### src/rtl/alu_seq_pkg.sv
// alu_seq_pkg: func codes, FSM/phase enums and op classification for the bit-serial ALU sequencer.
package alu_seq_pkg;
  localparam logic [3:0] FN_AND  = 4'b0000;
  localparam logic [3:0] FN_OR   = 4'b0001;
  localparam logic [3:0] FN_ADD  = 4'b0010;
  localparam logic [3:0] FN_SUB  = 4'b0110;
  localparam logic [3:0] FN_NOR  = 4'b1100;
  localparam logic [3:0] FN_NAND = 4'b1101;
  typedef enum logic [1:0] {IDLE, ISSUE, FINISH} state_e;
  typedef enum logic [1:0] {P0, P1, P2} phase_e;
  function automatic logic is_arith(input logic [3:0] f);
    return f == FN_ADD || f == FN_SUB;
  endfunction
  function automatic logic is_legal(input logic [3:0] f);
    return is_arith(f) || f == FN_AND || f == FN_OR || f == FN_NOR || f == FN_NAND;
  endfunction
endpackage

### src/rtl/alu_seq_opfmt.sv
// alu_seq_opfmt: packs func and operand bits into the 6-bit ALU opcode.
module alu_seq_opfmt
  import alu_seq_pkg::*;
(
  input  logic [3:0] func_i,
  input  logic       a_i,
  input  logic       b_i,
  output logic [5:0] opcode_o
);
  assign opcode_o = {func_i, a_i, b_i};
endmodule

### src/rtl/alu_op_sequencer.sv
// alu_op_sequencer: drives a 1-bit ALU LSB first and assembles a WIDTH-bit result with flags.
// ALU_SEQ_FAST_CARRY_EN folds the carry combine locally, dropping the third phase per bit.
module alu_op_sequencer
  import alu_seq_pkg::*;
#(
  parameter int WIDTH = 8
) (
  input  logic             clk,
  input  logic             rst,
  input  logic             start,
  input  logic [3:0]       op,
  input  logic [WIDTH-1:0] a,
  input  logic [WIDTH-1:0] b,
  output logic             busy,
  output logic             done,
  output logic             illegal,
  output logic [WIDTH-1:0] result,
  output logic             carry_out,
  output logic             slt,
  output logic             iszero,
  output logic [5:0]       alu_opcode,
  input  logic             alu_result,
  input  logic             alu_carry
);
  localparam int BW = $clog2(WIDTH);
  localparam logic [BW-1:0] LAST = BW'(WIDTH - 1);
`ifdef ALU_SEQ_FAST_CARRY_EN
  localparam phase_e LAST_PH = P1;
`else
  localparam phase_e LAST_PH = P2;
`endif
  state_e state_q, state_d;
  phase_e phase_q, phase_d;
  logic [BW-1:0] bit_q, bit_d;
  logic [WIDTH-1:0] a_q, a_d, b_q, b_d, res_q, res_d;
  logic [3:0] op_q, op_d, fn_d;
  logic s_q, s_d, c1_q, c1_d, c2_q, c2_d, cin_q, cin_d;
  logic ill_q, ill_d, cout_q, cout_d, slt_q, slt_d, zero_q, zero_d;
  logic [5:0] opc_q, opc_d, opc_n;
  logic arith, arith_d, bit_done, ab_d, bb_d;
  assign arith    = is_arith(op_q);
  assign arith_d  = is_arith(op_d);
  assign bit_done = ~arith | (phase_q == LAST_PH);
  always_ff @(posedge clk) begin
    if (rst) begin
      state_q <= IDLE;
      phase_q <= P0;
      bit_q   <= '0;
    end else begin
      state_q <= state_d;
      phase_q <= phase_d;
      bit_q   <= bit_d;
    end
  end
  always_comb begin
    state_d = state_q == IDLE  ? (start ? (is_legal(op) ? ISSUE : FINISH) : IDLE) :
              state_q == ISSUE ? ((bit_done && bit_q == LAST) ? FINISH : ISSUE) : IDLE;
  end
  always_comb begin
    phase_d = phase_q;
    bit_d   = bit_q;
    a_d     = a_q;
    b_d     = b_q;
    op_d    = op_q;
    res_d   = res_q;
    s_d     = s_q;
    c1_d    = c1_q;
    c2_d    = c2_q;
    cin_d   = cin_q;
    ill_d   = ill_q;
    cout_d  = cout_q;
    slt_d   = slt_q;
    zero_d  = zero_q;
    if (state_q == IDLE && start) begin
      a_d     = a;
      b_d     = op == FN_SUB ? ~b : b;
      op_d    = op;
      cin_d   = op == FN_SUB;
      res_d   = '0;
      phase_d = P0;
      bit_d   = '0;
      ill_d   = ~is_legal(op);
      cout_d  = 1'b0;
      slt_d   = 1'b0;
      zero_d  = 1'b0;
    end else if (state_q == ISSUE) begin
      if (!arith) res_d[bit_q] = alu_result;
      else if (phase_q == P0) begin
        s_d     = alu_result;
        c1_d    = alu_carry;
        phase_d = P1;
      end else if (phase_q == P1) begin
        res_d[bit_q] = alu_result;
        c2_d         = alu_carry;
`ifdef ALU_SEQ_FAST_CARRY_EN
        cin_d        = c1_q | alu_carry;
        phase_d      = P0;
`else
        phase_d      = P2;
`endif
      end else begin
        cin_d   = alu_result;
        phase_d = P0;
      end
      if (bit_done) bit_d = bit_q + BW'(1);
      // cin_q is still the carry into the MSB here, cin_d the carry out of it
      if (state_d == FINISH) begin
        cout_d = arith & cin_d;
        zero_d = ~|res_d;
        slt_d  = (op_q == FN_SUB) & (res_d[WIDTH-1] ^ cin_q ^ cin_d);
      end
    end
  end
  always_comb begin
    fn_d  = !arith_d ? op_d : (phase_d == P2 ? FN_OR : FN_ADD);
    ab_d  = phase_d == P1 ? s_d   : phase_d == P2 ? c1_d : a_d[bit_d];
    bb_d  = phase_d == P1 ? cin_d : phase_d == P2 ? c2_d : b_d[bit_d];
    opc_d = state_d == ISSUE ? opc_n : '0;
  end
  alu_seq_opfmt u_opfmt (
    .func_i   (fn_d),
    .a_i      (ab_d),
    .b_i      (bb_d),
    .opcode_o (opc_n)
  );
  always_ff @(posedge clk) begin
    if (rst) begin
      a_q    <= '0;
      b_q    <= '0;
      op_q   <= '0;
      res_q  <= '0;
      s_q    <= 1'b0;
      c1_q   <= 1'b0;
      c2_q   <= 1'b0;
      cin_q  <= 1'b0;
      ill_q  <= 1'b0;
      cout_q <= 1'b0;
      slt_q  <= 1'b0;
      zero_q <= 1'b0;
      opc_q  <= '0;
    end else begin
      a_q    <= a_d;
      b_q    <= b_d;
      op_q   <= op_d;
      res_q  <= res_d;
      s_q    <= s_d;
      c1_q   <= c1_d;
      c2_q   <= c2_d;
      cin_q  <= cin_d;
      ill_q  <= ill_d;
      cout_q <= cout_d;
      slt_q  <= slt_d;
      zero_q <= zero_d;
      opc_q  <= opc_d;
    end
  end
  always_comb begin
    busy       = state_q == ISSUE;
    done       = state_q == FINISH;
    illegal    = ill_q;
    result     = res_q;
    carry_out  = cout_q;
    slt        = slt_q;
    iszero     = zero_q;
    alu_opcode = opc_q;
  end
endmodule
### config.mk
export PLATFORM = sky130hd
export DESIGN_NAME = alu_op_sequencer
export DESIGN_NICKNAME = d
export VERILOG_FILES = /design/src/rtl/alu_seq_pkg.sv /design/src/rtl/alu_seq_opfmt.sv /design/src/rtl/alu_op_sequencer.sv
export SDC_FILE = /design/constraint.sdc
export NUM_CORES = 1
export LEC_CHECK = 0
export BUFFER_PORTS_ARGS = -buffer_cell sky130_fd_sc_hd__buf_2
export CORE_ASPECT_RATIO = 2
export CORE_MARGIN = 5
export CORE_UTILIZATION = 60
export DETAILED_ROUTE_END_ITERATION = 12
export HOLD_SLACK_MARGIN = 0.15
export PLACE_DENSITY = 0.84
export SYNTH_ARGS = -nofsm -noshare
export SYNTH_HDL_FRONTEND = slang
export SYNTH_SLANG_ARGS = --single-unit
### constraint.sdc
create_clock -name clk -period 3.41 [get_ports clk]
set_input_delay 0.682 -clock clk [delete_from_list [all_inputs] [get_ports clk]]
set_output_delay 0.682 -clock clk [all_outputs]
set_load 0.02 [all_outputs]
==> flow_summary.json <==
{
  "status": "finished, final reports clean",
  "power.switching_w": 0.000351,
  "timing.setup.tns_ns": 0,
  "num-nets-final": 402,
  "cellPowerDensity_nw_per_um2": 432,
  "worst-path-buf-inv": 2,
  "crit_path_start_kind": "flip-flop",
  "final_critical_path_setup_slack_ns": 1.20,
  "synth_edf_count": 0,
  "fin_crit_sh_pct": 64.8,
  "ff_latch_area_um2": 981,
  "wire_length_of_the_first_global_routing_pass_um": 11600,
  "power.static_leakage_nw": 1.20,
  "insertion_delay_ns": 0.31,
  "min_period_ns": 2.21,
  "layout.cells.most_common_list": "nand2_1 (51), dfxtp_1 (49), buf_2 (44), a21oi_1 (38), nor2_1 (36)",
  "multi_input_comb_area_um2": 1580,
  "die_width_um": 57.5,
  "vdd_drop_max_uv": 360,
  "worst_setup_hold_path_clk_slew_ns": 0.09,
  "hold_violations": 0,
  "syn-num-nets": 369,
  "vias": 2629,
  "firstDrtPassIters": 5,
  "fin_util_pct": 69.5,
  "min_delay_path_depth": 2,
  "ctsResizeCount": 0,
  "track_usage_pct": 23.9,
  "cp_data_required_time_ns": 2.73,
  "cts_inserted_buffers": 5,
  "timing.final.max_slew_violations": 0,
  "first_iter_violations": 82,
  "worstRegToRegCells": 7,
  "synth.yosys.seq_area_share_pct": 36.3,
  "syn-instance-count": 342,
  "initial_core_util_pct": 61.7,
  "worst_slew_margin_rel_pct": 55.3,
  "critical_path.cell_chain": "nand2b_1 > inv_2 > buf_2",
  "power.share.combinational_pct": 15.8,
  "cts.sinks": 49,
  "remaining_antenna_violation_count": 0,
  "cts_max_path_buffers": 2,
  "crit_type": "flip-flop to primary output",
  "worst_setup_path_end_kind": "primary output",
  "antenna_found_initial": 0,
  "min-delay-path-class": "flip-flop to flip-flop",
  "fin_area_um2": 3050,
  "sw_frac_of_total_pct": 26.6,
  "area_growth_pct": 12.7,
  "layout.cells.most_common": "nand2_1",
  "dieArea_um2": 6030,
  "cp.arrival_ns": 1.53,
  "globalRoute.totalOverflow": 0,
  "fmax_ghz": 0.453,
  "mappedNetlistArea_um2": 2700,
  "ratio_of_cells_with_drive_above_1_in_the_final_layout_pct": 18.6,
  "coreArea_um2": 4380,
  "ioPinCount": 45,
  "slowest_delay_ns": 0.36,
  "first_global_vias": 2557,
  "critical_path_depth": 3,
  "synth_warnings": 0,
  "timing.max_cap.violations": 0,
  "synth.lib_cells_used.distinct": 56,
  "clockPowerShare_pct": 37.2,
  "htreeDepth": 2,
  "cts_hold_bufs": 0,
  "worst-path-max-fanout": 17,
  "synth-seq-cells": 49,
  "post-place-ws_ns": 1.19,
  "routed_wire_length_per_instance_um": 16.1,
  "synth-async-reset-ratio_pct": 0,
  "synth_area_per_cell_um2": 7.90,
  "placedInstanceArea_um2": 2910,
  "worst_margin_pin_slew_ns": 0.669,
  "power.share.sequential_pct": 47.1,
  "intPower_w": 0.000967,
  "cts_tree": "done",
  "grt_setup_unrepaired": "false",
  "ys.flop_type": "dfxtp_1",
  "count_of_inserted_antenna_diode_cells": 0,
  "crit_family": "buffers and inverters",
  "cts_setup_buffers": 0,
  "remaining_drc_errors": 0,
  "setup_viol": 0,
  "largest_net_degree_at_the_start_of_global_routing": 39,
  "number_of_core_rows": 34,
  "hpwlAfterDp_um": 5280,
  "dieHeight_um": 105,
  "buffer_ports.inserted": 44,
  "fillCellCount": 362,
  "cts.root.buffer_cell": "clkbuf_8",
  "detail_route.vias_per_cell": 6.11,
  "totalWireLength_um": 6940,
  "gp_congestion": 0.962,
  "timing.clock.skew_ns": 0.0126,
  "crit_slowest_cell": "dfxtp_1"
}
[power groups by stage]
| stage | Clock (W) | Sequential, W | Combinational, W |
|---|---|---|---|
| CTS | 0.000495 | 0.000620 | 0.000207 |
| floorplan | 0 | 0.000633 | 0.000153 |
| finish | 0.000490 | 0.000620 | 0.000208 |
| detailed placement | 0 | 0.000633 | 0.000206 |
| global route | 0.000515 | 0.000624 | 0.000229 |
| global placement | 0 | 0.000632 | 0.000202 |
[stage by stage]
step / power (W) / instances / hold slack, ns
6_report: 0.00132 / 430 / 0.456
5_1_grt: 0.00137 / 430 / 0.488
4_1_cts: 0.00132 / 430 / 0.465
3_5_place_dp: 0.000839 / 422 / 0.452
3_3_place_gp: 0.000833 / 422 / 0.437
2_1_floorplan: 0.000786 / 342 / 0.436
[worst register-to-register path: stages, from the launching register on]
cell and delay [ns]:
dfxtp_1 0.62, ha_1 0.24, ha_1 0.27, nand3b_1 0.19, o22ai_1 0.28, o2111ai_1 0.17, a21oi_1 0.20, nor4_2 0.07
[Yosys cell counts, drive strengths merged (4+ instances only)]
library cell  instances  share of area [%]
clkbuf               14                1.9
xnor2                 8                2.6
nor3                  7                1.5
mux2i                12                4.4
a221oi                5                1.6
dfxtp                49                 36
nor2b                 5                1.2
nand3                13                2.4
inv                   6               0.83
xor2                  4                1.3
nand4                 4               0.93
buf                   9                2.8
nand2b                5                1.2
nor2                 36                5.0
nor3b                 5                1.8
a211oi               10                2.8
a31oi                 4               0.93
a21oi                38                7.0
o21ai                10                2.0
nand2                51                7.1
[flip-flops by register name, indices dropped and copies added (netlist names), 2 cells and up]
register,flops
a_q,8
alu_opcode,6
b_q,8
bit_q,3
op_q,4
phase_q,2
result,8
state_q,2
[logic make-up after synthesis]
| kind of cell | count (synthesis) | synth area share, % |
|---|---|---|
| and+or+nand+nor | 142 | 25.3 |
| adders and majority gates | 2 | 0.926 |
| xor gates and xnor gates | 12 | 3.89 |
| DFF | 49 | 36.3 |
| buffers and inverters | 30 | 5.69 |
| AOI/OAI and AO/OA | 93 | 22.5 |
| muxes | 14 | 5.42 |
[layer usage]
| metal | part of all wire, % | track usage, % |
|---|---|---|
| met1 | 35 | 23.8 |
| met2 | 54 | 44.0 |
| met3 | 5.6 | 3.58 |
| met4 | 4.7 | 14.6 |
| met5 | 0 | 0 |
[final timing paths]
check                           slack [ns]        from            end
worst min register to register        0.46         slt            slt
worst max-delay path                  1.20  state_q[1]           busy
worst max register to register        1.27    bit_q[1]  alu_opcode[0]
worst min-delay path                  0.46         slt            slt
[layout make-up]
| class | instances | share of cell area [%] |
|---|---|---|
| Inverter | 7 | 0.863 |
| Sequential cell | 49 | 32.2 |
| Timing Repair Buffer | 49 | 8.46 |
| Tap cell | 54 | 2.22 |
| Multi-Input combinational cell | 263 | 51.8 |
| Clock inverter | 3 | 2.14 |
| Clock buffer | 5 | 2.26 |
(Power assumes the default switching activity.)
